==> config.mk <==
export PLATFORM = sky130hd
export DESIGN_NAME = uart_file_port
export DESIGN_NICKNAME = d
export VERILOG_FILES = /design/src/rtl/uart_file_port.sv
export SDC_FILE = /design/constraint.sdc
export NUM_CORES = 1
export LEC_CHECK = 0
export CAP_MARGIN = 20
export CORE_ASPECT_RATIO = 0.5
export CORE_MARGIN = 8
export CORE_UTILIZATION = 30
export DETAILED_ROUTE_END_ITERATION = 10
export HOLD_SLACK_MARGIN = 0.02
export MAX_ROUTING_LAYER = met4
export REMOVE_ABC_BUFFERS = 1
export SYNTH_ARGS = -nofsm -noshare
export SYNTH_HDL_FRONTEND = slang
export SYNTH_SLANG_ARGS = --single-unit
==> constraint.sdc <==
create_clock -name clk -period 2.64 [get_ports clk]
set_clock_uncertainty 0.2 [all_clocks]
set_input_delay 0.396 -clock clk [delete_from_list [all_inputs] [get_ports clk]]
set_output_delay 0.396 -clock clk [all_outputs]
set_load 0.02 [all_outputs]
==> src/rtl/uart_file_port.sv <==
// Host-file transfer engine: moves one file between the byte buffer
// and the PC file server over a byte UART (header, index, data).
module uart_file_port #(
  parameter int          ADDR_W    = 12,
  parameter int          LEN_W     = 12,
  parameter int          FILE_W    = 16,
  parameter int          TIMEOUT   = 2**20,
  parameter logic [7:0]  CMD_READ  = 8'h52,
  parameter logic [7:0]  CMD_WRITE = 8'h57
) (
  input  logic              clk,
  input  logic              reset,
  input  logic              req_valid,
  output logic              req_ready,
  input  logic              req_write,
  input  logic [FILE_W-1:0] req_file,
  input  logic [ADDR_W-1:0] req_base,
  input  logic [LEN_W-1:0]  req_len,
  output logic              done,
  output logic              error,
  output logic [7:0]        tx_data,
  output logic              tx_en,
  input  logic              tx_busy,
  input  logic [7:0]        rx_data,
  input  logic              rx_rdy,
  output logic [ADDR_W-1:0] mem_addr,
  output logic [7:0]        mem_wdata,
  output logic              mem_we,
  input  logic [7:0]        mem_rdata
);

  localparam int NB = FILE_W / 8;
  localparam logic [7:0]  IDX_LAST = 8'(NB - 1);
  localparam logic [31:0] TMO_LAST = 32'(TIMEOUT - 1);

  typedef enum logic [3:0] {
    S_IDLE, S_CMD, S_GUARD, S_WAIT, S_IDX,
    S_RX, S_MRD, S_MSEND, S_DONE, S_ERR
  } state_t;

  state_t            state_q, state_d;
  state_t            ret_q, ret_d;
  logic              wr_q, wr_d;
  logic [FILE_W-1:0] fsh_q, fsh_d;
  logic [ADDR_W-1:0] addr_q, addr_d;
  logic [LEN_W-1:0]  cnt_q, cnt_d;
  logic [7:0]        idx_q, idx_d;
  logic [31:0]       tmo_q, tmo_d;

  always_ff @(posedge clk or negedge reset) begin
    if (!reset) begin
      state_q <= S_IDLE;
      ret_q   <= S_IDLE;
      wr_q    <= 1'b0;
      fsh_q   <= '0;
      addr_q  <= '0;
      cnt_q   <= '0;
      idx_q   <= '0;
      tmo_q   <= '0;
    end else begin
      state_q <= state_d;
      ret_q   <= ret_d;
      wr_q    <= wr_d;
      fsh_q   <= fsh_d;
      addr_q  <= addr_d;
      cnt_q   <= cnt_d;
      idx_q   <= idx_d;
      tmo_q   <= tmo_d;
    end
  end

  always_comb begin
    state_d   = state_q;
    ret_d     = ret_q;
    wr_d      = wr_q;
    fsh_d     = fsh_q;
    addr_d    = addr_q;
    cnt_d     = cnt_q;
    idx_d     = idx_q;
    tmo_d     = '0;
    req_ready = (state_q == S_IDLE);
    done      = 1'b0;
    error     = 1'b0;
    tx_data   = 8'h00;
    tx_en     = 1'b0;
    mem_addr  = addr_q;
    mem_wdata = 8'h00;
    mem_we    = 1'b0;
    unique case (state_q)
      S_IDLE: begin
        if (req_valid) begin
          wr_d    = req_write;
          fsh_d   = req_file;
          addr_d  = req_base;
          cnt_d   = req_len;
          idx_d   = '0;
          state_d = S_CMD;
        end
      end
      S_CMD: begin
        if (!tx_busy) begin
          tx_data = wr_q ? CMD_WRITE : CMD_READ;
          tx_en   = 1'b1;
          ret_d   = S_IDX;
          state_d = S_GUARD;
        end
      end
      // UART raises busy one cycle after the strobe
      S_GUARD: state_d = S_WAIT;
      S_WAIT: begin
        if (!tx_busy) state_d = ret_q;
      end
      S_IDX: begin
        if (!tx_busy) begin
          tx_data = fsh_q[FILE_W-1 -: 8];
          tx_en   = 1'b1;
          fsh_d   = fsh_q << 8;
          idx_d   = idx_q + 8'd1;
          state_d = S_GUARD;
          if (idx_q != IDX_LAST) ret_d = S_IDX;
          else if (cnt_q == '0)  ret_d = S_DONE;
          else if (wr_q)         ret_d = S_MRD;
          else                   ret_d = S_RX;
        end
      end
      S_RX: begin
        if (rx_rdy) begin
          mem_we    = 1'b1;
          mem_wdata = rx_data;
          addr_d    = addr_q + 1'b1;
          cnt_d     = cnt_q - 1'b1;
          if (cnt_q == LEN_W'(1)) state_d = S_DONE;
        end else if (tmo_q == TMO_LAST) begin
          state_d = S_ERR;
        end else begin
          tmo_d = tmo_q + 32'd1;
        end
      end
      S_MRD: state_d = S_MSEND;
      S_MSEND: begin
        if (!tx_busy) begin
          tx_data = mem_rdata;
          tx_en   = 1'b1;
          addr_d  = addr_q + 1'b1;
          cnt_d   = cnt_q - 1'b1;
          ret_d   = (cnt_q == LEN_W'(1)) ? S_DONE : S_MRD;
          state_d = S_GUARD;
        end
      end
      S_DONE: begin
        done    = 1'b1;
        state_d = S_IDLE;
      end
      S_ERR: begin
        done    = 1'b1;
        error   = 1'b1;
        state_d = S_IDLE;
      end
      default: state_d = S_IDLE;
    endcase
  end

endmodule

==> metrics.yaml, run 1 <==
avg_synthesized_cell_area_um2: 9.08
core-area_um2: 16200
netlist_instances: 541
worst_ir_drop_vdd_uv: 373
timing.final.ws_setup_ns: 0.123
cts_num_sinks: 89
wl_per_cell_um: 14.4
io_buffer_count: 94
fp.dieArea_um2: 21000
wire_length_of_the_first_global_routing_pass_um: 21700
synth_flop_cell: "sky130_fd_sc_hd__dfrtp_1"
firstDrtPassIters: 5
ctsLongestPathBuffers: 2
ys_async_sr_fraction: 1.00
grt_antenna_before_repair: 0
grt_setup_unrepaired: "false"
layout-drive-gt1-share: 0.104
num_antenna_cells: 0
power.sequential.fraction: 0.396
final_period_utilization: 0.953
total_via_count_after_detailed_routing: 4349
postRouteWirelength_um: 12700
drc: 0
post_synth_instance_area_um2: 4910
layout_commonest_cell: "sky130_fd_sc_hd__dfrtp_1"
hold_violations: 0
yosysTopAreaCell: "sky130_fd_sc_hd__dfrtp_1"
p_sw_frac: 0.367
critPathArrivalTime_ns: 1.92
timing.reg2reg.worst_path_depth: 7
num-fill-cells: 1649
placedCellCount: 864
fin_util: 0.405
ys_ff_latch: 89
most_used_cells_in_the_layout_excluding_fill_and_tap_cells: "sky130_fd_sc_hd__dfrtp_1, sky130_fd_sc_hd__clkdlybuf4s50_1, sky130_fd_sc_hd__nor2_1, sky130_fd_sc_hd__nand2_1, sky130_fd_sc_hd__o21ai_0"
regToRegEndpoint: "cnt_q[10]"
setup_total_negative_slack_ns: 0
yosysWarnings: 0
worst_hold_launch: "ret_q[1]"
maxSlewViolCount: 0
row_count: 33
setup-violations-final: 0
worst-endpoint-required_ns: 2.04
crit_fanout: 9
hold_end: "ret_q[1]"
slew_headroom: 0.577
power.switching_mw: 1.93
finalPower_mw: 5.26
synth-edff-count: 0
gp_routability_congestion: 0.780
drtAntennaViolNets: 0
final_net_count: 720
comb_power_share: 0.389
h-tree-depth: 3
sequential_element_share_of_the_synthesized_area: 0.453
synthToLayoutAreaGrowth_pct: 33.4
p_int_mw: 3.33
timing.hold.worst.class: "flop to flop"
place_ws_ns: -0.241
clock_tree.root_cell: "sky130_fd_sc_hd__clkbuf_16"
detailed_place_hpwl_um: 9310
tightest_slew_ns: 0.625
synthDistinctLibCells: 60
run_status: "finished, final reports clean"
power_per_cell_area_nw_per_um2: 802
worstSetupStartpointType: "flop"
worst-setup-path-type: "flop to output pin"
chipHeight_um: 107
min_period_ns: 2.52
grt_start_max_net_pins: 47
maxCapViolations: 0
yosys.area.top_type_share: 0.453
clock_buffers_created_by_tritoncts: 9
first_global_vias: 4170
first_iter_violations: 331
number_of_cells_traversed_by_the_worst_hold_path: 2
io_pins: 95
finish.cell_count_without_fillers: 881
critical_register_to_register_path_startpoint: "state_q[1]"
fmax_mhz: 397
tritoncts: "yes"
clk_pin_slew_worst_paths_ns: 0.06
all_layer_gr_usage: 0.127
critical_path.endpoint_type: "output pin"
synth.area.top_cells: "sky130_fd_sc_hd__dfrtp_1, sky130_fd_sc_hd__xor2_1, sky130_fd_sc_hd__nor2_1"
worstSkewPairLatency_ns: 0.34
die_x_um: 197
floorplan.initialDensity: 0.304
gr-total-overflow: 0
clkPwrFrac: 0.215
vias_per_cell: 4.94
p_leak_nw: 2.73
timing.reg2reg.setup_slack_ns: 0.30
-- Yosys cell counts, types with 3 or more instances --
| cell type | count |
|---|---|
| sky130_fd_sc_hd__a21oi_1 | 32 |
| sky130_fd_sc_hd__a221o_1 | 5 |
| sky130_fd_sc_hd__a22o_1 | 6 |
| sky130_fd_sc_hd__a22oi_1 | 3 |
| sky130_fd_sc_hd__a31oi_1 | 3 |
| sky130_fd_sc_hd__a32oi_1 | 4 |
| sky130_fd_sc_hd__and2_1 | 13 |
| sky130_fd_sc_hd__and3_1 | 9 |
| sky130_fd_sc_hd__and4_1 | 3 |
| sky130_fd_sc_hd__buf_2 | 14 |
| sky130_fd_sc_hd__clkbuf_1 | 15 |
| sky130_fd_sc_hd__dfrtp_1 | 89 |
| sky130_fd_sc_hd__ha_1 | 6 |
| sky130_fd_sc_hd__inv_1 | 11 |
| sky130_fd_sc_hd__mux2i_1 | 9 |
| sky130_fd_sc_hd__nand2_1 | 53 |
| sky130_fd_sc_hd__nand2b_1 | 5 |
| sky130_fd_sc_hd__nand3_1 | 26 |
| sky130_fd_sc_hd__nand4_1 | 20 |
| sky130_fd_sc_hd__nor2_1 | 60 |
| sky130_fd_sc_hd__nor3_1 | 12 |
| sky130_fd_sc_hd__nor4_1 | 9 |
| sky130_fd_sc_hd__nor4b_1 | 3 |
| sky130_fd_sc_hd__o21ai_0 | 42 |
| sky130_fd_sc_hd__o22ai_1 | 7 |
| sky130_fd_sc_hd__o2bb2ai_1 | 3 |
| sky130_fd_sc_hd__or3_1 | 5 |
| sky130_fd_sc_hd__xnor2_1 | 8 |
| sky130_fd_sc_hd__xor2_1 | 26 |
-- power by group through the flow --
stage | logic [mW] | clock network (mW) | registers [mW]
after floorplan | 1.07 | 0 | 2.15
after global placement | 2.04 | 0 | 2.09
after detailed placement | 2.08 | 0 | 2.09
after CTS | 2.06 | 1.18 | 2.07
after global routing | 2.27 | 1.22 | 2.14
final | 2.05 | 1.13 | 2.08
-- worst max-delay path, stage by stage, from the launching register on --
cell and delay [ns]:
sky130_fd_sc_hd__dfrtp_2 0.45, sky130_fd_sc_hd__nand2b_1 0.19, sky130_fd_sc_hd__nor4b_2 0.30, sky130_fd_sc_hd__buf_4 0.19
sky130_fd_sc_hd__and2_1 0.12, sky130_fd_sc_hd__dlygate4sd2_1 0.33
-- through the flow --
stage | hold slack (ns) | cell area, µm²
floorplan | -0.0996 | 4780
global placement | 0.0962 | 6280
detailed placement | 0.0945 | 6280
CTS | 0.283 | 6540
global route | 0.300 | 6560
finish | 0.278 | 6560
-- flip-flops by register name (all words and copies together) (netlist names) --
signal / cells
wr_q: 1
idx_q: 8
cnt_q: 12
mem_addr: 12
fsh_q: 16
state_q: 4
ret_q: 4
tmo_q: 32
-- what timing repair did --
item / in CTS / in global routing
buffers inserted: 2 / 1
endpoints found under the setup margin: 18 / 7
hold endpoints to repair: 16 / 0
gates resized for setup: 20 / 5
hold buffers: 1 / 0
pin swaps: 1 / 0
-- metal layers --
| layer | wire length, µm | vias to the layer above | part of all wire | track usage |
|---|---|---|---|---|
| met5 | 0 | - | 0 | - |
| li1 | - | 2160 | - | - |
| met4 | 80 | 0 | 0.0063 | 0.0304 |
| met3 | 298 | 5 | 0.023 | 0.0221 |
| met1 | 5910 | 2130 | 0.46 | 0.158 |
| met2 | 6430 | 54 | 0.51 | 0.212 |
-- cell families after synthesis --
logic type      synth area share
compound gates             0.152
xor+xnor                  0.0606
fa+ha+maj                 0.0153
buf+inv                   0.0364
flops                      0.453
mux                       0.0229
simple gates               0.259
-- worst max path at each step --
stage / end / start / depth (start not counted)
finish: mem_wdata[0] / state_q[1] / 5
global route: mem_wdata[4] / state_q[1] / 5
CTS: req_ready / state_q[1] / 3
detailed placement: tx_data[0] / tx_busy / 5
global placement: tx_data[0] / tx_busy / 5
floorplan: cnt_q[10] / state_q[0] / 5
-- final cells by class --
| class | count | area, µm² | share of cell area |
|---|---|---|---|
| multi-input cells | 410 | 2520 | 0.385 |
| well taps | 227 | 284 | 0.0433 |
| flip-flops and latches | 89 | 2230 | 0.340 |
| clock inverters | 1 | 5.00 | 0.000764 |
| repair buffers | 131 | 1220 | 0.187 |
| inverters | 11 | 41.3 | 0.00630 |
| clock buffers | 12 | 246 | 0.0376 |
(Power assumes the default switching activity.)
==> inputs of run 2 (changes only) <==
CORE_UTILIZATION = 40   (was 30)
==> run 2 against run 1 <==
  * Setup slack got worse by 0.0085 ns
  * Sequential cell count did not move
  * Non-clock buffer count decreased by 2
  * Die area shrank 22%
  * Register-to-register slack got worse by 0.07 ns
  * Fmax is 0.34% lower
  * Critical path depth is the same
  * Clock-buffer cell count fell by 2
  * Utilization rose by 14 points
==> metrics.yaml, run 2 (synthesis gave the netlist of run 1 again) <==
met1_usage: 0.207
placedCellCount: 802
maxSlewViolCount: 0
timing.hold.worst.class: "flop to flop"
detailed_place_hpwl_um: 9110
p_sw_frac: 0.366
first_global_vias: 4201
wl_per_cell_um: 15.2
synthToLayoutAreaGrowth_pct: 32.7
min_period_ns: 2.53
reg.largest.list: "tmo_q x32, fsh_q x16"
p_int_mw: 3.42
grt_antenna_before_repair: 0
largest_register_ffs: 32
critPathArrivalTime_ns: 1.93
fp.dieArea_um2: 16300
drc: 0
wire_length_of_the_first_global_routing_pass_um: 21100
crit_fanout: 12
worst_ir_drop_vdd_uv: 493
io_buffer_count: 94
grt_setup_unrepaired: "false"
holdWs_ns: 0.285
grt_start_max_net_pins: 43
final_period_utilization: 0.957
critical_path.endpoint_type: "output pin"
clk_pin_slew_worst_paths_ns: 0.06
total_via_count_after_detailed_routing: 4248
chipHeight_um: 94.4
layout_commonest_cell: "sky130_fd_sc_hd__dfrtp_1"
hold_violations: 0
die_x_um: 173
all_layer_gr_usage: 0.161
core-area_um2: 11900
first_iter_violations: 332
comb_power_share: 0.380
maxCapViolations: 0
p_leak_nw: 2.72
vias_per_cell: 5.19
firstDrtPassIters: 4
slew_headroom: 0.553
num-fill-cells: 1100
h-tree-depth: 3
power.sequential.fraction: 0.389
layout-drive-gt1-share: 0.106
ctsLongestPathBuffers: 2
num_antenna_cells: 0
gr-total-overflow: 0
clkPwrFrac: 0.231
postRouteWirelength_um: 12500
setup-violations-final: 0
gr-usage-met3: 0.0370
use_met2: 0.254
cts_num_sinks: 89
most_used_cells_in_the_layout_excluding_fill_and_tap_cells: "sky130_fd_sc_hd__dfrtp_1, sky130_fd_sc_hd__clkdlybuf4s50_1, sky130_fd_sc_hd__nor2_1, sky130_fd_sc_hd__nand2_1, sky130_fd_sc_hd__o21ai_0"
worstSkewPairLatency_ns: 0.34
gp_routability_congestion: 0.797
fin_util: 0.547
floorplan.initialDensity: 0.413
power.switching_mw: 1.97
run_status: "finished, final reports clean"
clock_buffers_created_by_tritoncts: 9
grt.busiest_layer: "met2"
worst-endpoint-required_ns: 2.04
drtAntennaViolNets: 0
power_per_cell_area_nw_per_um2: 827
io_pins: 95
tritoncts: "yes"
top_register: "tmo_q"
finish.cell_count_without_fillers: 819
tightest_slew_ns: 0.661
final_net_count: 718
worstSetupStartpointType: "flop"
clock_tree.root_cell: "sky130_fd_sc_hd__clkbuf_16"
fmax_mhz: 396
worst-setup-path-type: "flop to output pin"
finalPower_mw: 5.39
row_count: 28
-- run 2: cell types whose count changed in the layout (fill, tap and decap cells not counted), sizes merged --
cell / delta
buf: -2
bufinv: +1
clkbuf: -2
clkdlybuf4s15: +1
clkinvlp: +3
dlymetal6s2s: -1
-- run 2: layer usage --
metal / vias up / part of all wire
met3: 11 / 0.027
met2: 57 / 0.47
met4: 0 / 0.0089
met5: - / 0
li1: 2165 / -
met1: 2015 / 0.50
-- run 2: per-stage QoR --
stage          area [µm²]  setup slack [ns]  TNS [ns]
2_1_floorplan        4780            -0.381     -4.18
3_3_place_gp         6230            -0.190     -1.43
3_5_place_dp         6230            -0.233     -1.76
4_1_cts              6500            0.0546         0
5_1_grt              6520            0.0140         0
6_report             6520             0.114         0
-- run 2: what timing repair did --
| action | CTS | global route |
|---|---|---|
| resized for setup | 23 | 3 |
| setup buffers | 0 | 1 |
| endpoints found under the setup margin | 19 | 4 |
| hold buffers | 1 | 0 |
| hold endpoints to repair | 29 | 0 |
-- run 2: power by group through the flow --
stage               Sequential (mW)  Clock [mW]  Combinational, mW
global route                   2.15        1.35               2.28
CTS                            2.09        1.29               2.06
detailed placement             2.10           0               2.09
finish                         2.10        1.25               2.05
global placement               2.11           0               2.05
floorplan                      2.15           0               1.07
-- run 2: path summary, 6_finish.rpt --
kind / startpoint / end / slack, ns / cells past startpoint
worst max-delay path: state_q[1] / mem_wdata[5] / 0.11 / 5
worst min-delay path: ret_q[2] / ret_q[2] / 0.28 / 1
worst max register to register: state_q[0] / cnt_q[5] / 0.23 / 7
worst min register to register: ret_q[2] / ret_q[2] / 0.28 / 1
max in group asynchronous: reset / fsh_q[12] / 1.31 / 3
min in group asynchronous: reset / mem_addr[1] / 0.32 / 2
-- run 2: final cells by class --
class / instances / area [µm²] / area share
multi-input cells: 410 / 2520 / 0.387
flip-flops and latches: 89 / 2230 / 0.342
repair buffers: 129 / 1230 / 0.189
clock buffers: 10 / 229 / 0.0351
well taps: 165 / 206 / 0.0317
clock inverters: 5 / 57.6 / 0.00883
inverters: 11 / 41.3 / 0.00633
-- run 2: worst max-delay path, stage by stage (launching register included) --
cell and delay, ns:
sky130_fd_sc_hd__dfrtp_2 0.46, sky130_fd_sc_hd__nand2b_1 0.19, sky130_fd_sc_hd__nor4b_2 0.26, sky130_fd_sc_hd__buf_4 0.21
sky130_fd_sc_hd__and2_1 0.14, sky130_fd_sc_hd__dlygate4sd2_1 0.33
